File: src/rtl/tx_fifo_pkg.sv
// Shared sizing and types for the transmit FIFO controller.
// The FIFO sits between a host that pushes words and a serializer that
// shifts them out one frame at a time.
package tx_fifo_pkg;

    // Width of one transmit word.
    localparam int DATA_W = 12;

    // Number of storage entries; must be a power of two.
    localparam int DEPTH  = 16;

    // Pointer width: log2(DEPTH) index bits plus one wrap bit in the MSB.
    // The wrap bit is what tells "full" apart from "empty" when the
    // index bits are equal.
    localparam int PTR_W  = 5;

    // Frame-issue sequencer states.
    //   IDLE  : waiting for a word, permission and a free serializer
    //   START : tx_start_o is raised for this single cycle
    //   WAIT  : frame in flight, waiting for tx_done_i
    typedef enum logic [1:0] {
        IDLE  = 2'd0,
        START = 2'd1,
        WAIT  = 2'd2
    } tx_state_e;

    // Debug view of the controller, exported so checkers can bind to the
    // sequencer state and the per-cycle push/pop/drop decisions directly.
    typedef struct packed {
        tx_state_e state;
        logic      push;
        logic      pop;
        logic      drop;
    } tx_dbg_t;

endpackage : tx_fifo_pkg

File: src/rtl/tx_fifo_mem.sv
// Register-file storage for the transmit FIFO: DEPTH x DATA_W entries,
// one synchronous write port and one asynchronous (combinational) read
// port. Contents are intentionally not reset; the pointers alone decide
// which entries hold valid data.
module tx_fifo_mem #(
    parameter int DATA_W = 12,
    parameter int DEPTH  = 16,
    parameter int AW     = 4
) (
    input  logic              clk_i,
    input  logic              we_i,
    input  logic [AW-1:0]     waddr_i,
    input  logic [DATA_W-1:0] wdata_i,
    input  logic [AW-1:0]     raddr_i,
    output logic [DATA_W-1:0] rdata_o
);

    logic [DATA_W-1:0] mem_q [DEPTH];

    // Write one entry on each enabled rising edge.
    always_ff @(posedge clk_i) begin
        if (we_i) begin
            mem_q[waddr_i] <= wdata_i;
        end
    end

    // The read port is combinational so the word at the read pointer is
    // available in the same cycle the pop decision is made.
    assign rdata_o = mem_q[raddr_i];

endmodule : tx_fifo_mem

File: src/rtl/transmit_fifo_ctrl.sv
// Transmit FIFO controller.
//
// The host pushes words with wr_en_i. Whenever the sequencer is idle,
// transmission is permitted (TXen_i), the FIFO holds a word and the
// serializer is not busy, one word is popped into the tx_data_o register
// and a single-cycle tx_start_o request is issued.
//
// Serializer handshake: tx_start_o is a one-cycle request; tx_data_o is
// valid from that cycle and held unchanged until the serializer answers
// with a one-cycle tx_done_i. No further start is issued before tx_done_i
// has been seen while waiting, and a tx_done_i arriving at any other time
// is ignored. tx_busy_i, while high, keeps a new frame from being started.
//
// fifo_en_i low flushes the FIFO (pointers and overflow flag) and parks
// the sequencer in IDLE; the last transmitted word stays on tx_data_o.
module transmit_fifo_ctrl
    import tx_fifo_pkg::*;
#(
    parameter int DATA_W = tx_fifo_pkg::DATA_W,
    parameter int DEPTH  = tx_fifo_pkg::DEPTH,
    parameter int PTR_W  = tx_fifo_pkg::PTR_W
) (
    input  logic              clk_i,
    input  logic              rst_i,
    input  logic              fifo_en_i,
    input  logic              TXen_i,
    input  logic              wr_en_i,
    input  logic [DATA_W-1:0] wr_data_i,
    input  logic              tx_busy_i,
    input  logic              tx_done_i,
    output logic              tx_start_o,
    output logic [DATA_W-1:0] tx_data_o,
    output logic [PTR_W-1:0]  tx_ptr_addr_wr_o,
    output logic [PTR_W-1:0]  tx_ptr_addr_rd_o,
    output logic [PTR_W-1:0]  count_o,
    output logic              empty_o,
    output logic              full_o,
    output logic              overflow_o,
    output tx_dbg_t           dbg_o
);

    // Index bits of a pointer; the remaining MSB is the wrap bit.
    localparam int AW = PTR_W - 1;

    // ------------------------------------------------------------------
    // State
    // ------------------------------------------------------------------
    logic [PTR_W-1:0]  wr_ptr_q, wr_ptr_d;
    logic [PTR_W-1:0]  rd_ptr_q, rd_ptr_d;
    logic              overflow_q, overflow_d;
    logic [DATA_W-1:0] tx_data_q, tx_data_d;
    tx_state_e         state_q, state_d;

    // ------------------------------------------------------------------
    // Pointer decodes and per-cycle decisions
    // ------------------------------------------------------------------
    logic              empty;
    logic              full;
    logic              push;
    logic              drop;
    logic              pop;
    logic [DATA_W-1:0] rd_word;

    // Equal pointers mean empty; equal indexes with opposite wrap bits
    // mean the writer is exactly one lap ahead, i.e. full.
    assign empty = (wr_ptr_q == rd_ptr_q);
    assign full  = (wr_ptr_q[AW-1:0] == rd_ptr_q[AW-1:0]) &&
                   (wr_ptr_q[PTR_W-1] != rd_ptr_q[PTR_W-1]);

    // Full is judged on the current pointers, so a push that meets a full
    // FIFO is dropped even if a pop frees an entry on the same edge.
    assign push = wr_en_i & fifo_en_i & ~full;
    assign drop = wr_en_i & fifo_en_i & full;

    // A word leaves only from IDLE, so at most one frame is ever in flight.
    assign pop  = fifo_en_i & (state_q == IDLE) & TXen_i & ~empty & ~tx_busy_i;

    // ------------------------------------------------------------------
    // Storage
    // ------------------------------------------------------------------
    tx_fifo_mem #(
        .DATA_W (DATA_W),
        .DEPTH  (DEPTH),
        .AW     (AW)
    ) u_mem (
        .clk_i   (clk_i),
        .we_i    (push),
        .waddr_i (wr_ptr_q[AW-1:0]),
        .wdata_i (wr_data_i),
        .raddr_i (rd_ptr_q[AW-1:0]),
        .rdata_o (rd_word)
    );

    // ------------------------------------------------------------------
    // Datapath next-state
    // ------------------------------------------------------------------

    // Advance pointers on push/pop, latch overflow on a dropped push,
    // and flush everything while the block is disabled.
    always_comb begin
        wr_ptr_d   = wr_ptr_q;
        rd_ptr_d   = rd_ptr_q;
        overflow_d = overflow_q;
        if (!fifo_en_i) begin
            wr_ptr_d   = '0;
            rd_ptr_d   = '0;
            overflow_d = 1'b0;
        end else begin
            if (push) begin
                wr_ptr_d = wr_ptr_q + PTR_W'(1);
            end
            if (pop) begin
                rd_ptr_d = rd_ptr_q + PTR_W'(1);
            end
            if (drop) begin
                overflow_d = 1'b1;
            end
        end
    end

    // Capture the head word as it is popped; hold it for the whole frame
    // and across a flush.
    always_comb begin
        tx_data_d = tx_data_q;
        if (pop) begin
            tx_data_d = rd_word;
        end
    end

    // Datapath registers with asynchronous reset.
    always_ff @(posedge clk_i or posedge rst_i) begin
        if (rst_i) begin
            wr_ptr_q   <= '0;
            rd_ptr_q   <= '0;
            overflow_q <= 1'b0;
            tx_data_q  <= '0;
        end else begin
            wr_ptr_q   <= wr_ptr_d;
            rd_ptr_q   <= rd_ptr_d;
            overflow_q <= overflow_d;
            tx_data_q  <= tx_data_d;
        end
    end

    // ------------------------------------------------------------------
    // Frame sequencer
    // ------------------------------------------------------------------

    // Sequencer state register; reset aborts any frame in flight.
    always_ff @(posedge clk_i or posedge rst_i) begin
        if (rst_i) begin
            state_q <= IDLE;
        end else begin
            state_q <= state_d;
        end
    end

    // Sequencer next-state: IDLE -> START on a pop, START -> WAIT after
    // one cycle, WAIT -> IDLE on tx_done_i. Disabling the block parks it.
    always_comb begin
        state_d = state_q;
        if (!fifo_en_i) begin
            state_d = IDLE;
        end else begin
            case (state_q)
                IDLE: begin
                    if (pop) begin
                        state_d = START;
                    end
                end
                START: begin
                    state_d = WAIT;
                end
                WAIT: begin
                    if (tx_done_i) begin
                        state_d = IDLE;
                    end
                end
                default: begin
                    state_d = IDLE;
                end
            endcase
        end
    end

    // Sequencer outputs: the start request is the START state itself,
    // suppressed while the block is disabled.
    always_comb begin
        tx_start_o = 1'b0;
        if (fifo_en_i && (state_q == START)) begin
            tx_start_o = 1'b1;
        end
    end

    // ------------------------------------------------------------------
    // Outputs
    // ------------------------------------------------------------------
    assign tx_data_o        = tx_data_q;
    assign tx_ptr_addr_wr_o = wr_ptr_q;
    assign tx_ptr_addr_rd_o = rd_ptr_q;
    // Modulo subtraction gives the fill level directly, 0..DEPTH.
    assign count_o          = wr_ptr_q - rd_ptr_q;
    assign empty_o          = empty;
    assign full_o           = full;
    assign overflow_o       = overflow_q;

    assign dbg_o.state = state_q;
    assign dbg_o.push  = push;
    assign dbg_o.pop   = pop;
    assign dbg_o.drop  = drop;

    // ------------------------------------------------------------------
    // Embedded properties
    // ------------------------------------------------------------------

    // The fill level can never exceed the number of entries.
    a_count_range: assert property (@(posedge clk_i) disable iff (rst_i)
        count_o <= PTR_W'(DEPTH));

    // A start request never lasts more than one cycle.
    a_start_single: assert property (@(posedge clk_i) disable iff (rst_i)
        tx_start_o |=> !tx_start_o);

    // The transmit word cannot change while a frame is being issued.
    a_data_hold: assert property (@(posedge clk_i) disable iff (rst_i)
        (state_q != IDLE) |-> (tx_data_d == tx_data_q));

endmodule : transmit_fifo_ctrl

File: config.mk
export PLATFORM = sky130hd
export DESIGN_NAME = transmit_fifo_ctrl
export DESIGN_NICKNAME = d
export VERILOG_FILES = /design/src/rtl/tx_fifo_pkg.sv /design/src/rtl/tx_fifo_mem.sv /design/src/rtl/transmit_fifo_ctrl.sv
export SDC_FILE = /design/constraint.sdc
export NUM_CORES = 1
export LEC_CHECK = 0
export CORE_MARGIN = 2
export CORE_UTILIZATION = 40
export CTS_CLUSTER_DIAMETER = 50
export CTS_CLUSTER_SIZE = 40
export DETAILED_ROUTE_END_ITERATION = 7
export SLEW_MARGIN = 40
export SYNTH_ARGS = -nofsm -noshare
export SYNTH_HDL_FRONTEND = slang
export SYNTH_SLANG_ARGS = --single-unit
File: constraint.sdc
create_clock -name clk_i -period 10.5 [get_ports clk_i]
set_clock_uncertainty 0.1 [all_clocks]
set_input_delay 2.1 -clock clk_i [delete_from_list [all_inputs] [get_ports clk_i]]
set_output_delay 2.1 -clock clk_i [all_outputs]
set_load 0.02 [all_outputs]
; ---- Word level (Yosys, flattened, before mapping)
; Memories as Yosys holds them, arrays and structs flattened. A register that Yosys moved wholly into a read port is not among the register bits.
; Index checks and enable logic that the tools add are counted.
; Widths: inputs -> output; s select.
[totals]
ff_bits = 13
latchBits = 0
mem_bits_rw = 192
romBits = 0
inputBits = 19
n_memories = 1
[mem_list]
columns = name, depth, width, rd, rd_ports_with_merged_regs, write_ports, line
row1 = u_mem.mem_q, 16, 12, 1, 1, 1, tx_fifo_mem.sv:18  ; logic [DATA_W-1:0] mem_q [DEPTH];
[classes]
addsub = 3
multipliers = 0
div = 0
n_lt_le_gt_ge = 0
eq_ne = 10
shift = 0
muxes = 13
n_bitwise = 10
reduce_logical = 4
[ops]
columns = op, n
row1 = $mux 5, 4
row2 = $add 5x1->5 const B, 2
row3 = $and 1x1->1, 7
row4 = $mux 2, 3
row5 = $ne 2x1->1 const B, 3
row6 = $ne 3x3->1 const B, 2
row7 = $pmux 2 s3, 1
row8 = $eq 5x5->1, 1
row9 = $mux 1, 5
row10 = $sub 5x5->5, 1
row11 = $eq 4x4->1, 1
row12 = $not 1->1, 3
row13 = $eq 2x1->1 const B, 1
row14 = $eq 2x2->1 const B, 1
row15 = $logic_and 1x1->1, 2
row16 = $logic_not 2->1, 1
row17 = $reduce_and 2->1, 1
row18 = $ne 1x1->1, 1

; ---- Longest topological paths before layout
; Gate-level depths: netlist of run 1.
[depth]
depth_word = 8
ltp_mapped = 9
depth_no_buf = 7

; ---- Modules after synthesis
; Synthesis of run 1 repeated with hierarchy kept, for this count alone.
[hier_totals]
cells_unflattened = 434
hier_area_um2 = 8667.1
[by_module_without_submodules]
columns = module, n_inst, cells_each, area_each_um2
row1 = tx_fifo_mem, 1, 317, 7359.6
row2 = transmit_fifo_ctrl, 1, 117, 1307.5

; ---- Least setup slack after synthesis of run 1
; No wires, ideal clock.
[synth_path]
path_type = input to output
startpoint = input fifo_en_i
endpoint = output dbg_o[1] (netlist bit)
arrival_time_ns = 2.998
required_time_ns = 8.300
setup_slack_ns = 5.302
path_stages = 5
cell_sequence = nand4bb_1 > a211oi_2 > buf_4 > buf_4 > buf_4
[synth_between]
elab_chain_cells = 4
[synth_lines]
columns = element, line
row1 = from (decl), transmit_fifo_ctrl.sv:25  ; input logic fifo_en_i,
row2 = $and 1x1->1 (4 in series), transmit_fifo_ctrl.sv:76  ; assign pop = fifo_en_i & (state_q == IDLE) & TXen_i & ~empty & ~tx_busy_i;
row3 = to (decl), transmit_fifo_ctrl.sv:39  ; output tx_dbg_t dbg_o
; No other way between the ends.

==> report_table.html, run 1 <==
<table>
<tr><th>Metric</th><th>Value</th></tr>
<tr><th colspan="2">Timing</th></tr>
<tr><td>FMAX</td><td>151 MHz</td></tr>
<tr><td>Portion of the clock cycle consumed by the worst path in the final layout</td><td>0.631</td></tr>
<tr><td>TNS Setup</td><td>0 ps</td></tr>
<tr><td>Final Hold Violating Endpoints</td><td>0</td></tr>
<tr><td>Actual transition at the worst max-transition pin</td><td>703 ps</td></tr>
<tr><td>Unrepaired setup endpoints after global routing</td><td>false</td></tr>
<tr><td>Headroom to the max-slew limit</td><td>0.531</td></tr>
<tr><td>Final slew viol count</td><td>0</td></tr>
<tr><td>Setup slack after layout</td><td>3870 ps</td></tr>
<tr><td>Final setup violation count</td><td>0</td></tr>
<tr><td>Post-route minimum period</td><td>6630 ps</td></tr>
<tr><th colspan="2">Global routing</th></tr>
<tr><td>Number of antenna violations at the first check in global routing</td><td>0</td></tr>
<tr><td>Total overflow reported by the global router</td><td>0</td></tr>
<tr><td>Global-route wire length before repair</td><td>27.2 mm</td></tr>
<tr><td>Maximum number of pins on one net before global-route repair</td><td>49</td></tr>
<tr><td>Total global routing track utilization</td><td>0.163</td></tr>
<tr><td>Number of global-route vias before repair</td><td>4721</td></tr>
<tr><th colspan="2">Floorplan</th></tr>
<tr><td>Area of the core region</td><td>0.0211 mm2</td></tr>
<tr><td>Rows</td><td>53</td></tr>
<tr><td>Die width</td><td>151 um</td></tr>
<tr><td>Die H</td><td>151 um</td></tr>
<tr><td># IOs</td><td>55</td></tr>
<tr><td>Floorplan die area</td><td>0.0228 mm2</td></tr>
<tr><td>Starting density of the core</td><td>0.409</td></tr>
<tr><th colspan="2">Route</th></tr>
<tr><td>Post-detailed-route via-to-cell ratio</td><td>5.29</td></tr>
<tr><td>Vias post-DR</td><td>4484</td></tr>
<tr><td>Routed WL per cell</td><td>21.1 um</td></tr>
<tr><td>Count of unresolved DRC violations after routing</td><td>0</td></tr>
<tr><td>Routed WL</td><td>17.9 mm</td></tr>
<tr><td>Pre-Repair DR Iteration Count</td><td>4</td></tr>
<tr><td>Number of nets with antenna violations after detailed routing</td><td>0</td></tr>
<tr><td>Number of design-rule violations left by the first detailed-router iteration</td><td>296</td></tr>
<tr><th colspan="2">Clocking</th></tr>
<tr><td>Clock transition at the registers of the reported paths</td><td>60 ps</td></tr>
<tr><td>Longest Clk Path Bufs</td><td>3</td></tr>
<tr><td>Clock latency on the worst-skew pair</td><td>490 ps</td></tr>
<tr><td>Sink Count</td><td>217</td></tr>
<tr><td>Root buf cell</td><td>clkbuf_16</td></tr>
<tr><td>Clock buffer count from CTS</td><td>21</td></tr>
<tr><td>Number of resized instances in the post-cts repair step</td><td>0</td></tr>
<tr><td>Number of H-tree levels</td><td>1</td></tr>
<tr><td>Buffers inserted during post-CTS setup optimization</td><td>0</td></tr>
<tr><td>Post-CTS Hold Buffers</td><td>0</td></tr>
<tr><td>CTS tree</td><td>done</td></tr>
<tr><th colspan="2">Pwr</th></tr>
<tr><td>Static leakage</td><td>3.28 nW</td></tr>
<tr><td>Power density over cell area</td><td>185 mW/mm2</td></tr>
<tr><td>Post-layout total power</td><td>0.00189 W</td></tr>
<tr><td>Worst-case vdd ir drop</td><td>0.000136 V</td></tr>
<tr><th colspan="2">Critical path</th></tr>
<tr><td>CP Launch Point</td><td>fifo_en_i</td></tr>
<tr><td>List of cells traversed by the critical path</td><td>clkdlybuf4s50_1, nand4bb_1, a211oi_4, buf_4, clkdlybuf4s50_1</td></tr>
<tr><td>Worst-path cell with the longest stage delay</td><td>clkdlybuf4s50_1</td></tr>
<tr><td>Slowest stage delay, CP</td><td>730 ps</td></tr>
<tr><td>R2R Setup Slk</td><td>7460 ps</td></tr>
<tr><td>Critical Path RT</td><td>8300 ps</td></tr>
<tr><td>Endpoint kind of the worst setup timing path</td><td>output pin</td></tr>
<tr><td>Critical path class</td><td>input port to output pin</td></tr>
<tr><td>CP startpoint kind</td><td>input port</td></tr>
<tr><td>Crit Reg-Reg Endpoint</td><td>u_mem.mem_q[1][6]$_DFFE_PP_</td></tr>
<tr><td>Crit Reg-Reg Startpoint</td><td>tx_ptr_addr_rd_o[1]$_DFFE_PP0P_</td></tr>
<tr><td>Highest net fanout along the worst path</td><td>30</td></tr>
<tr><td>Data arrival time of the worst path</td><td>4430 ps</td></tr>
<tr><td>Top cell by count, worst path</td><td>clkdlybuf4s50_1</td></tr>
<tr><td>Number of cells on the worst reg-to-reg path</td><td>7</td></tr>
<tr><th colspan="2">Yosys</th></tr>
<tr><td>Fraction of synthesized cell area in xor and xnor cells</td><td>0.0100</td></tr>
<tr><td>Syn Area/Cell</td><td>17.5 um2</td></tr>
<tr><td>Top post-synthesis cells by area</td><td>edfxtp_1, dfrtp_1, mux4_2</td></tr>
<tr><td>Area share of the largest cell type after synthesis</td><td>0.668</td></tr>
<tr><td>Post-synth top cells</td><td>edfxtp_1, mux2i_1, nor2_1, dfrtp_1</td></tr>
<tr><td>Number of flip-flops and latches in the synthesized netlist</td><td>217</td></tr>
<tr><td>Number of flops mapped to enable cells by yosys</td><td>192</td></tr>
<tr><td>Main combinational cell family by area after synthesis</td><td>multiplexers</td></tr>
<tr><td>Cell type with the largest total area after synthesis</td><td>edfxtp_1</td></tr>
<tr><td>Count of distinct cell types in the synthesized netlist</td><td>37</td></tr>
<tr><td>Adder-cell area share of the yosys netlist</td><td>0.0154</td></tr>
<tr><td>Sequential cell area fraction in the yosys report</td><td>0.740</td></tr>
<tr><td>Simple-gate portion of the synthesized area</td><td>0.0397</td></tr>
<tr><td>Post-synthesis compound-gate area fraction</td><td>0.0516</td></tr>
<tr><td>Number of warnings printed during yosys synthesis</td><td>0</td></tr>
<tr><td>Post-synthesis instance total</td><td>492</td></tr>
<tr><td>Net count of the mapped netlist</td><td>521</td></tr>
<tr><td>Asr flop ratio synth</td><td>0.115</td></tr>
<tr><td>Netlist area before placement</td><td>0.00863 mm2</td></tr>
<tr><td>Most instantiated library cell after synthesis</td><td>edfxtp_1</td></tr>
<tr><td>Mux contribution to synthesized area</td><td>0.122</td></tr>
<tr><td>Post-synth top flop</td><td>edfxtp_1</td></tr>
<tr><th colspan="2">Place</th></tr>
<tr><td>Placed standard-cell area</td><td>0.00956 mm2</td></tr>
<tr><td>Pre-CTS WS</td><td>3880 ps</td></tr>
<tr><td>Half-perimeter wire length after placement</td><td>11.2 mm</td></tr>
<tr><td>Number of port buffers</td><td>54</td></tr>
<tr><td>Routability-driven placement congestion ratio</td><td>0.765</td></tr>
<tr><th colspan="2">Worst hold path</th></tr>
<tr><td>WHS Path Cells</td><td>1</td></tr>
<tr><td>Classification of the worst-slack hold path</td><td>flip-flop to flip-flop</td></tr>
<tr><td>Capture endpoint of the worst hold path</td><td>overflow_o$_DFFE_PP0P_</td></tr>
<tr><td>Hold_sp</td><td>overflow_o$_DFFE_PP0P_</td></tr>
<tr><th colspan="2">Cells and area</th></tr>
<tr><td>Utilization after layout</td><td>0.485</td></tr>
<tr><td>Post-route cell area</td><td>0.0102 mm2</td></tr>
<tr><td>Diode insertion count for antenna repair</td><td>0</td></tr>
<tr><td>Area Overhead vs Synth</td><td>18.5%</td></tr>
<tr><td>Fin nets</td><td>589</td></tr>
<tr><td>Fraction of layout cells with a size suffix above 1</td><td>0.157</td></tr>
<tr><th colspan="2">Run status</th></tr>
<tr><td>Run status</td><td>finished, final reports clean</td></tr>
<tr><th colspan="2">Job</th></tr>
<tr><td>Maximum capacitance violations</td><td>0</td></tr>
</table>
flip-flops by register name, summed over array words and instances (netlist names):
| register | flops |
|---|---|
| u_mem.mem_q | 192 |
| tx_data_o | 12 |
| overflow_o | 1 |
| state_q | 2 |
| tx_ptr_addr_rd_o | 5 |
| tx_ptr_addr_wr_o | 5 |
stage by stage:
step	std cells	hold WS, ps
after floorplan	492	499
after global placement	812	365
after detailed placement	812	391
after CTS	848	404
after global routing	848	412
final	848	397
how the worst max path moves through the flow:
stage,end,slack (ps),cells past startpoint
2_1_floorplan,dbg_o[1],5300,5
3_3_place_gp,dbg_o[1],3940,5
3_5_place_dp,dbg_o[1],3880,5
4_1_cts,dbg_o[1],3870,5
5_1_grt,dbg_o[1],3700,5
6_report,dbg_o[1],3870,5
critical path: cells and delay by family:
kind / cells / cell delay (ps)
buffers and inverters: 3 / 1770
AOI/OAI and AO/OA: 1 / 270
and+or+nand+nor: 1 / 290
kinds of logic after synthesis:
kind of cell | after synthesis
AND/OR/NAND/NOR | 76
flip-flops | 217
XOR/XNOR | 9
adder cells (fa/ha/maj) | 10
buffers and inverters | 40
multiplexers | 75
AO/OA/AOI/OAI | 65
layout make-up:
cell class                      count  area [um2]
Tap cell                          275         344
Clock buffer                       22         529
Sequential cell                   217        6390
Multi-Input combinational cell    235        2090
Clock inverter                     14         140
Timing Repair Buffer               73         687
Inverter                           12        45.0
Fill cell                        1789       10900
layout by cell type (no fill, tap or decap), types with 4 or more instances in the layout:
| cell | count |
|---|---|
| edfxtp_1 | 192 |
| clkdlybuf4s50_1 | 54 |
| mux2i_1 | 51 |
| nor2_1 | 44 |
| mux4_2 | 24 |
| o22ai_1 | 24 |
| dfrtp_1 | 24 |
| clkbuf_16 | 21 |
| buf_4 | 18 |
| a22oi_1 | 12 |
| a31oi_1 | 12 |
| inv_1 | 11 |
| ha_1 | 9 |
| nand2_1 | 8 |
| xnor2_1 | 7 |
| inv_6 | 6 |
| a21oi_1 | 5 |
| nand3_1 | 4 |
| nor3_2 | 4 |
layer usage:
layer | global-route usage | share of wire | up-vias
met5 | 0 | 0 | -
li1 | - | - | 2064
met3 | 0.0244 | 0.046 | 31
met1 | 0.212 | 0.44 | 2270
met2 | 0.288 | 0.49 | 119
met4 | 0.0402 | 0.024 | 0
where the power goes:
group	leakage (nW)	switching, W	internal, W
clock	0.324	0.000328	0.000403
combinational	0.912	0.0000943	0.0000753
sequential	2.04	0.0000245	0.000968
(Power assumes the default switching activity.)
==> inputs of run 2 (changes only) <==
==> constraint.sdc (replaced) <==
create_clock -name clk_i -period 5.78 [get_ports clk_i]
set_clock_uncertainty 0.1 [all_clocks]
set_input_delay 1.156 -clock clk_i [delete_from_list [all_inputs] [get_ports clk_i]]
set_output_delay 1.156 -clock clk_i [all_outputs]
set_load 0.02 [all_outputs]
==> report_table.html, run 2 (synthesis results as in run 1) <==
<table>
<tr><th>Metric</th><th>Value</th></tr>
<tr><th colspan="2">Route</th></tr>
<tr><td>Routed length on met2</td><td>8.84 mm (+0.19%)</td></tr>
<tr><td>Highest signal layer in the routed design</td><td>met4</td></tr>
<tr><td>Number of design-rule violations left by the first detailed-router iteration</td><td>378 (+28%)</td></tr>
<tr><td>Pre-Repair DR Iteration Count</td><td>5 (+1)</td></tr>
<tr><td>Count of unresolved DRC violations after routing</td><td>0 (unchanged)</td></tr>
<tr><td>Routed WL</td><td>18.0 mm (+0.28%)</td></tr>
<tr><td>Wl on met1</td><td>7.39 mm (-5.4%)</td></tr>
<tr><td>Met3 WL</td><td>1.33 mm (+60%)</td></tr>
<tr><td>Number of nets with antenna violations after detailed routing</td><td>0 (unchanged)</td></tr>
<tr><td>Post-detailed-route via-to-cell ratio</td><td>5.33 (+0.78%)</td></tr>
<tr><td>Vias post-DR</td><td>4471 (-0.29%)</td></tr>
<tr><td>Routed WL per cell</td><td>21.4 um (+1.4%)</td></tr>
<tr><th colspan="2">Cells and area</th></tr>
<tr><td>Number of flip-flops under the largest register name</td><td>192 (unchanged)</td></tr>
<tr><td>Filler Cells Inserted</td><td>1780 (-0.50%)</td></tr>
<tr><td>Fraction of layout cells with a size suffix above 1</td><td>0.156 (-0.00104)</td></tr>
<tr><td>Fin nets</td><td>578 (-1.9%)</td></tr>
<tr><td>Diode insertion count for antenna repair</td><td>0 (unchanged)</td></tr>
<tr><td>Top register by number of flip-flops</td><td>u_mem.mem_q</td></tr>
<tr><td>Leading cell type in the layout, fill and taps excluded</td><td>edfxtp_1</td></tr>
<tr><td>Register area</td><td>0.00639 mm2 (unchanged)</td></tr>
<tr><td>Post-route cell area</td><td>0.0102 mm2 (-0.11%)</td></tr>
<tr><td>Commonest non-fill, non-tap cells in the layout</td><td>edfxtp_1, clkdlybuf4s50_1, mux2i_1</td></tr>
<tr><td>Area Overhead vs Synth</td><td>18.4%</td></tr>
<tr><td>Multi-input logic area</td><td>0.00213 mm2 (+1.9%)</td></tr>
<tr><th colspan="2">Clocking</th></tr>
<tr><td>Root buf cell</td><td>clkbuf_16</td></tr>
<tr><td>Clock latency on the worst-skew pair</td><td>500 ps (about the same)</td></tr>
<tr><td>CTS tree</td><td>done</td></tr>
<tr><td>Clock transition at the registers of the reported paths</td><td>70 ps (about the same)</td></tr>
<tr><td>Post-CTS Hold Buffers</td><td>0 (unchanged)</td></tr>
<tr><td>Buffers inserted during post-CTS setup optimization</td><td>0 (unchanged)</td></tr>
<tr><td>Clock buffer count from CTS</td><td>21 (unchanged)</td></tr>
<tr><td>Longest Clk Path Bufs</td><td>3 (unchanged)</td></tr>
<tr><td>Number of H-tree levels</td><td>1 (unchanged)</td></tr>
<tr><td>Number of resized instances in the post-cts repair step</td><td>0 (unchanged)</td></tr>
<tr><td>Sink Count</td><td>217 (unchanged)</td></tr>
<tr><th colspan="2">Critical path</th></tr>
<tr><td>Number of cells on the worst reg-to-reg path</td><td>6 (-1)</td></tr>
<tr><td>Worst path bufs/invs</td><td>2 (-1)</td></tr>
<tr><td>Capture point of the worst path</td><td>dbg_o[2]</td></tr>
<tr><td>Crit Reg-Reg Endpoint</td><td>u_mem.mem_q[12][4]$_DFFE_PP_</td></tr>
<tr><td>Crit-path leading delay family</td><td>flip-flops</td></tr>
<tr><td>Slowest stage delay, CP</td><td>820 ps (+90 ps)</td></tr>
<tr><td>Critical Path RT</td><td>4520 ps (-3780 ps)</td></tr>
<tr><td>R2R Setup Slk</td><td>2200 ps (-5260 ps)</td></tr>
<tr><td>CP startpoint kind</td><td>flip-flop</td></tr>
<tr><td>List of cells traversed by the critical path</td><td>inv_1, ha_1, and4_1, a21oi_1, clkdlybuf4s50_1</td></tr>
<tr><td>CP Launch Point</td><td>tx_ptr_addr_rd_o[1]$_DFFE_PP0P_</td></tr>
<tr><td>Endpoint kind of the worst setup timing path</td><td>output pin</td></tr>
<tr><td>Critical path class</td><td>flip-flop to output pin</td></tr>
<tr><td>Worst-path cell with the longest stage delay</td><td>dfrtp_4</td></tr>
<tr><td>Levels on crit path</td><td>5 (unchanged)</td></tr>
<tr><td>Data arrival time of the worst path</td><td>3340 ps (-1090 ps)</td></tr>
<tr><td>Highest net fanout along the worst path</td><td>35 (+17%)</td></tr>
<tr><td>Crit Reg-Reg Startpoint</td><td>tx_ptr_addr_rd_o[1]$_DFFE_PP0P_</td></tr>
<tr><th colspan="2">Timing</th></tr>
<tr><td>TNS Setup</td><td>0 ps (unchanged)</td></tr>
<tr><td>Final Hold Violating Endpoints</td><td>0 (unchanged)</td></tr>
<tr><td>Headroom to the max-slew limit</td><td>0.476 (-0.0554)</td></tr>
<tr><td>Final slew viol count</td><td>0 (unchanged)</td></tr>
<tr><td>FMAX</td><td>218 MHz</td></tr>
<tr><td>Unrepaired setup endpoints after global routing</td><td>false</td></tr>
<tr><td>Final setup violation count</td><td>0 (unchanged)</td></tr>
<tr><td>Portion of the clock cycle consumed by the worst path in the final layout</td><td>0.795</td></tr>
<tr><td>Post-route minimum period</td><td>4600 ps</td></tr>
<tr><td>Actual transition at the worst max-transition pin</td><td>786 ps (+83.8 ps)</td></tr>
<tr><th colspan="2">Global routing</th></tr>
<tr><td>Number of antenna violations at the first check in global routing</td><td>0 (unchanged)</td></tr>
<tr><td>Global-route wire length before repair</td><td>27.0 mm (-0.73%)</td></tr>
<tr><td>Total overflow reported by the global router</td><td>0 (unchanged)</td></tr>
<tr><td>Number of global-route vias before repair</td><td>4640 (-1.7%)</td></tr>
<tr><td>Total global routing track utilization</td><td>0.161 (-0.00187)</td></tr>
<tr><td>Maximum number of pins on one net before global-route repair</td><td>45 (-8.2%)</td></tr>
<tr><th colspan="2">Worst hold path</th></tr>
<tr><td>Classification of the worst-slack hold path</td><td>flip-flop to flip-flop</td></tr>
<tr><th colspan="2">Place</th></tr>
<tr><td>Routability-driven placement congestion ratio</td><td>0.775 (+1.3%)</td></tr>
<tr><td>Placed standard-cell area</td><td>0.00951 mm2 (-0.46%)</td></tr>
<tr><td>Number of port buffers</td><td>54 (unchanged)</td></tr>
<tr><td>Half-perimeter wire length after placement</td><td>11.3 mm (+0.25%)</td></tr>
<tr><th colspan="2">Floorplan</th></tr>
<tr><td># IOs</td><td>55 (unchanged)</td></tr>
<tr><td>Die width</td><td>151 um (unchanged)</td></tr>
<tr><td>Area of the core region</td><td>0.0211 mm2 (unchanged)</td></tr>
<tr><td>Rows</td><td>53 (unchanged)</td></tr>
<tr><td>Die H</td><td>151 um (unchanged)</td></tr>
<tr><td>Floorplan die area</td><td>0.0228 mm2 (unchanged)</td></tr>
<tr><td>Starting density of the core</td><td>0.409 (unchanged)</td></tr>
<tr><th colspan="2">Run status</th></tr>
<tr><td>Run status</td><td>finished, final reports clean</td></tr>
<tr><th colspan="2">Pwr</th></tr>
<tr><td>Power density over cell area</td><td>342 mW/mm2 (+85%)</td></tr>
<tr><td>Post-layout total power</td><td>0.00349 W (+85%)</td></tr>
<tr><td>Worst-case vdd ir drop</td><td>0.000239 V (+76%)</td></tr>
<tr><td>Static leakage</td><td>3.23 nW (-1.4%)</td></tr>
<tr><th colspan="2">Job</th></tr>
<tr><td>Maximum capacitance violations</td><td>0 (unchanged)</td></tr>
</table>
## run 2: changes by cell type in the layout (fill, tap and decap cells not counted), sizes merged
cell / change
clkinvlp: -2
buf: -11
inv: +1
clkinv: +3
## run 2: stage by stage
stage | setup WS [ps] | hold slack, ps | cells | utilization
4_1_cts | 1190 | 390 | 839 | 0.485
6_report | 1180 | 385 | 839 | 0.485
3_5_place_dp | 1280 | 376 | 801 | 0.451
2_1_floorplan | 2130 | 499 | 492 | -
3_3_place_gp | 1320 | 362 | 801 | 0.449
5_1_grt | 1010 | 409 | 839 | 0.485
## run 2: layout make-up
cell class | count | area share
repair buffers | 62 | 0.0588
well taps | 275 | 0.0337
inverters | 12 | 0.00441
multi-input cells | 235 | 0.208
clock buffers | 22 | 0.0518
flip-flops and latches | 217 | 0.626
clock inverters | 16 | 0.0173
## run 2: power breakdown
| part | internal [W] | leakage (nW) | switching, W |
|---|---|---|---|
| combinational | 0.000137 | 0.837 | 0.000172 |
| clock | 0.000752 | 0.352 | 0.000636 |
| sequential | 0.00176 | 2.04 | 0.0000386 |
## run 2: worst min path at each step
stage | start | to | slack (ps) | cells after the start
after floorplan | overflow_o$_DFFE_PP0P_ | overflow_o$_DFFE_PP0P_ | 500 | 1
after global placement | overflow_o$_DFFE_PP0P_ | overflow_o$_DFFE_PP0P_ | 360 | 1
after detailed placement | overflow_o$_DFFE_PP0P_ | overflow_o$_DFFE_PP0P_ | 380 | 1
after CTS | overflow_o$_DFFE_PP0P_ | overflow_o$_DFFE_PP0P_ | 390 | 1
after global routing | overflow_o$_DFFE_PP0P_ | overflow_o$_DFFE_PP0P_ | 410 | 1
final | overflow_o$_DFFE_PP0P_ | overflow_o$_DFFE_PP0P_ | 380 | 1
## run 2: routing by layer
layer  vias to the layer above  GRT usage
met5                         -          0
met4                         0     0.0397
met3                        27     0.0361
met2                       140      0.275
met1                      2249      0.209
li1                       2055          -
==> inputs of run 3 (changes only) <==
==> constraint.sdc (replaced) <==
create_clock -name clk_i -period 4.7 [get_ports clk_i]
set_clock_uncertainty 0.1 [all_clocks]
set_input_delay 0.94 -clock clk_i [delete_from_list [all_inputs] [get_ports clk_i]]
set_output_delay 0.94 -clock clk_i [all_outputs]
set_load 0.02 [all_outputs]
==> report_table.html, run 3 (synthesis results as in run 1) <==
<table>
<tr><th>Metric</th><th>Value</th></tr>
<tr><th colspan="2">Floorplan</th></tr>
<tr><td>Floorplan die area</td><td>0.0228 mm2 (unchanged)</td></tr>
<tr><td>Rows</td><td>53 (unchanged)</td></tr>
<tr><td># IOs</td><td>55 (unchanged)</td></tr>
<tr><td>Die width</td><td>151 um (unchanged)</td></tr>
<tr><td>Area of the core region</td><td>0.0211 mm2 (unchanged)</td></tr>
<tr><td>Die H</td><td>151 um (unchanged)</td></tr>
<tr><td>Starting density of the core</td><td>0.409 (unchanged)</td></tr>
<tr><th colspan="2">Pwr</th></tr>
<tr><td>Power Internal</td><td>0.00348 W (+32%)</td></tr>
<tr><td>Static leakage</td><td>3.39 nW (+4.9%)</td></tr>
<tr><td>Combinational cell fraction of total power</td><td>0.084 (-0.004)</td></tr>
<tr><td>Net switching component of the power</td><td>0.00111 W (+31%)</td></tr>
<tr><td>Clock power frac</td><td>0.435 (+0.038)</td></tr>
<tr><td>Sequential cell fraction of total power</td><td>0.481 (-0.033)</td></tr>
<tr><td>Sw frac</td><td>0.242 (about the same)</td></tr>
<tr><td>Worst-case vdd ir drop</td><td>0.000425 V (+78%)</td></tr>
<tr><td>Post-layout total power</td><td>0.00459 W (+32%)</td></tr>
<tr><td>Power density over cell area</td><td>439 mW/mm2 (+29%)</td></tr>
<tr><th colspan="2">Route</th></tr>
<tr><td>Number of nets with antenna violations after detailed routing</td><td>0 (unchanged)</td></tr>
<tr><td>Post-detailed-route via-to-cell ratio</td><td>5.35 (+0.39%)</td></tr>
<tr><td>Routed WL</td><td>18.1 mm (+0.99%)</td></tr>
<tr><td>Number of design-rule violations left by the first detailed-router iteration</td><td>333 (-12%)</td></tr>
<tr><td>Count of unresolved DRC violations after routing</td><td>0 (unchanged)</td></tr>
<tr><td>Pre-Repair DR Iteration Count</td><td>4 (-1)</td></tr>
<tr><td>Vias post-DR</td><td>4606 (+3.0%)</td></tr>
<tr><td>Routed WL per cell</td><td>21.1 um (-1.6%)</td></tr>
<tr><th colspan="2">Global routing</th></tr>
<tr><td>Maximum number of pins on one net before global-route repair</td><td>51 (+13%)</td></tr>
<tr><td>Total overflow reported by the global router</td><td>0 (unchanged)</td></tr>
<tr><td>Total global routing track utilization</td><td>0.164 (+0.00337)</td></tr>
<tr><td>Global-route wire length before repair</td><td>27.8 mm (+2.7%)</td></tr>
<tr><td>Number of global-route vias before repair</td><td>4690 (+1.1%)</td></tr>
<tr><td>Number of antenna violations at the first check in global routing</td><td>0 (unchanged)</td></tr>
<tr><th colspan="2">Timing</th></tr>
<tr><td>Actual transition at the worst max-transition pin</td><td>729 ps (-57.4 ps)</td></tr>
<tr><td>Final slew viol count</td><td>0 (unchanged)</td></tr>
<tr><td>Headroom to the max-slew limit</td><td>0.513 (+0.0368)</td></tr>
<tr><td>Final Hold Violating Endpoints</td><td>0 (unchanged)</td></tr>
<tr><td>FMAX</td><td>238 MHz</td></tr>
<tr><td>Unrepaired setup endpoints after global routing</td><td>false</td></tr>
<tr><td>Portion of the clock cycle consumed by the worst path in the final layout</td><td>0.894</td></tr>
<tr><td>Post-route minimum period</td><td>4200 ps</td></tr>
<tr><td>TNS Setup</td><td>0 ps (unchanged)</td></tr>
<tr><td>Setup slack after layout</td><td>496 ps (-687 ps)</td></tr>
<tr><td>Final setup violation count</td><td>0 (unchanged)</td></tr>
<tr><th colspan="2">Clocking</th></tr>
<tr><td>Number of H-tree levels</td><td>1 (unchanged)</td></tr>
<tr><td>Longest Clk Path Bufs</td><td>3 (unchanged)</td></tr>
<tr><td>CTS tree</td><td>done</td></tr>
<tr><td>Root buf cell</td><td>clkbuf_16</td></tr>
<tr><td>Clock buffer count from CTS</td><td>26 (+24%)</td></tr>
<tr><td>Sink Count</td><td>217 (unchanged)</td></tr>
<tr><td>Clock transition at the registers of the reported paths</td><td>50 ps (-20 ps)</td></tr>
<tr><td>Post-CTS Hold Buffers</td><td>0 (unchanged)</td></tr>
<tr><td>Clock latency on the worst-skew pair</td><td>520 ps (+20 ps)</td></tr>
<tr><td>Number of resized instances in the post-cts repair step</td><td>0 (unchanged)</td></tr>
<tr><td>Buffers inserted during post-CTS setup optimization</td><td>0 (unchanged)</td></tr>
<tr><th colspan="2">Place</th></tr>
<tr><td>Pre-CTS WS</td><td>780 ps (-504 ps)</td></tr>
<tr><td>Routability-driven placement congestion ratio</td><td>0.809 (+4.4%)</td></tr>
<tr><td>Placed standard-cell area</td><td>0.00957 mm2 (+0.58%)</td></tr>
<tr><td>Number of port buffers</td><td>54 (unchanged)</td></tr>
<tr><td>Half-perimeter wire length after placement</td><td>11.0 mm (-2.3%)</td></tr>
<tr><th colspan="2">Cells and area</th></tr>
<tr><td>Fin nets</td><td>595 (+2.9%)</td></tr>
<tr><td>Diode insertion count for antenna repair</td><td>0 (unchanged)</td></tr>
<tr><td>Utilization after layout</td><td>0.496 (+0.0113)</td></tr>
<tr><td>Leading cell type in the layout, fill and taps excluded</td><td>edfxtp_1</td></tr>
<tr><td>Fraction of layout cells with a size suffix above 1</td><td>0.169 (+0.0129)</td></tr>
<tr><td>Number of flip-flops under the largest register name</td><td>192 (unchanged)</td></tr>
<tr><td>Area Overhead vs Synth</td><td>21.1%</td></tr>
<tr><td>Post-route cell area</td><td>0.0105 mm2 (+2.3%)</td></tr>
<tr><td>Top register by number of flip-flops</td><td>u_mem.mem_q</td></tr>
<tr><td>Commonest non-fill, non-tap cells in the layout</td><td>edfxtp_1, clkdlybuf4s50_1, mux2i_1</td></tr>
<tr><th colspan="2">Critical path</th></tr>
<tr><td>CP startpoint kind</td><td>flip-flop</td></tr>
<tr><td>Critical Path RT</td><td>3660 ps (-860 ps)</td></tr>
<tr><td>Critical path class</td><td>flip-flop to output pin</td></tr>
<tr><td>R2R Setup Slk</td><td>1660 ps (-540 ps)</td></tr>
<tr><td>Data arrival time of the worst path</td><td>3160 ps (-180 ps)</td></tr>
<tr><td>Highest net fanout along the worst path</td><td>29 (-17%)</td></tr>
<tr><td>Endpoint kind of the worst setup timing path</td><td>output pin</td></tr>
<tr><td>Number of cells on the worst reg-to-reg path</td><td>7 (+1)</td></tr>
<tr><th colspan="2">Worst hold path</th></tr>
<tr><td>Classification of the worst-slack hold path</td><td>flip-flop to flip-flop</td></tr>
<tr><td>WHS Path Cells</td><td>1 (unchanged)</td></tr>
<tr><th colspan="2">Job</th></tr>
<tr><td>Maximum capacitance violations</td><td>0 (unchanged)</td></tr>
<tr><th colspan="2">Run status</th></tr>
<tr><td>Run status</td><td>finished, final reports clean</td></tr>
</table>
-- run 3: cell types whose count changed in the layout (fill, tap and decap cells not counted), moves of 2 or more --
cell,delta
nor3_2,+3
inv_6,+3
inv_12,-2
nor3_4,-3
clkinv_4,+2
clkbuf_16,+6
nor2_2,-8
nor2_1,+8
clkinv_8,+3
clkinv_1,+2
buf_4,+11
clkinv_2,-5
-- run 3: final cells by class --
class / instances / area [um2]
Sequential cell: 217 / 6390
Multi-Input combinational cell: 235 / 2090
Fill cell: 1770 / 10600
Clock inverter: 19 / 206
Clock buffer: 29 / 683
Inverter: 12 / 45.0
Timing Repair Buffer: 74 / 694
Tap cell: 275 / 344
-- run 3: worst paths after layout --
check,end,startpoint
max,dbg_o[2],tx_ptr_addr_rd_o[1]$_DFFE_PP0P_
min,overflow_o$_DFFE_PP0P_,overflow_o$_DFFE_PP0P_
max reg2reg,u_mem.mem_q[1][6]$_DFFE_PP_,tx_ptr_addr_rd_o[1]$_DFFE_PP0P_
min reg2reg,overflow_o$_DFFE_PP0P_,overflow_o$_DFFE_PP0P_
max in group asynchronous,tx_ptr_addr_rd_o[1]$_DFFE_PP0P_,rst_i
min in group asynchronous,tx_data_o[7]$_DFFE_PP0P_,rst_i
-- run 3: layer usage --
| layer | global-route usage | part of all wire |
|---|---|---|
| met5 | 0 | 0 |
| met4 | 0.0551 | 0.030 |
| met3 | 0.0256 | 0.055 |
| met2 | 0.266 | 0.48 |
| met1 | 0.229 | 0.44 |
-- run 3: power by group through the flow --
stage / combinational, W / clock, W / sequential [W]
CTS: 0.000389 / 0.00204 / 0.00221
detailed placement: 0.000387 / 0 / 0.00225
floorplan: 0.000123 / 0 / 0.00230
global placement: 0.000377 / 0 / 0.00225
finish: 0.000385 / 0.00200 / 0.00221
global route: 0.000413 / 0.00213 / 0.00222
-- run 3: per-stage QoR --
| stage | std cells | hold slack, ps |
|---|---|---|
| after floorplan | 492 | 499 |
| after global placement | 813 | 365 |
| after detailed placement | 813 | 380 |
| after CTS | 861 | 400 |
| after global routing | 861 | 405 |
| final | 861 | 396 |
-- run 3: worst max-delay path, cell delays in order (launching register included) --
cell,delay (ps)
dfrtp_4,780
inv_1,100
ha_1,320
and4_1,300
a21oi_1,450
clkdlybuf4s50_1,700
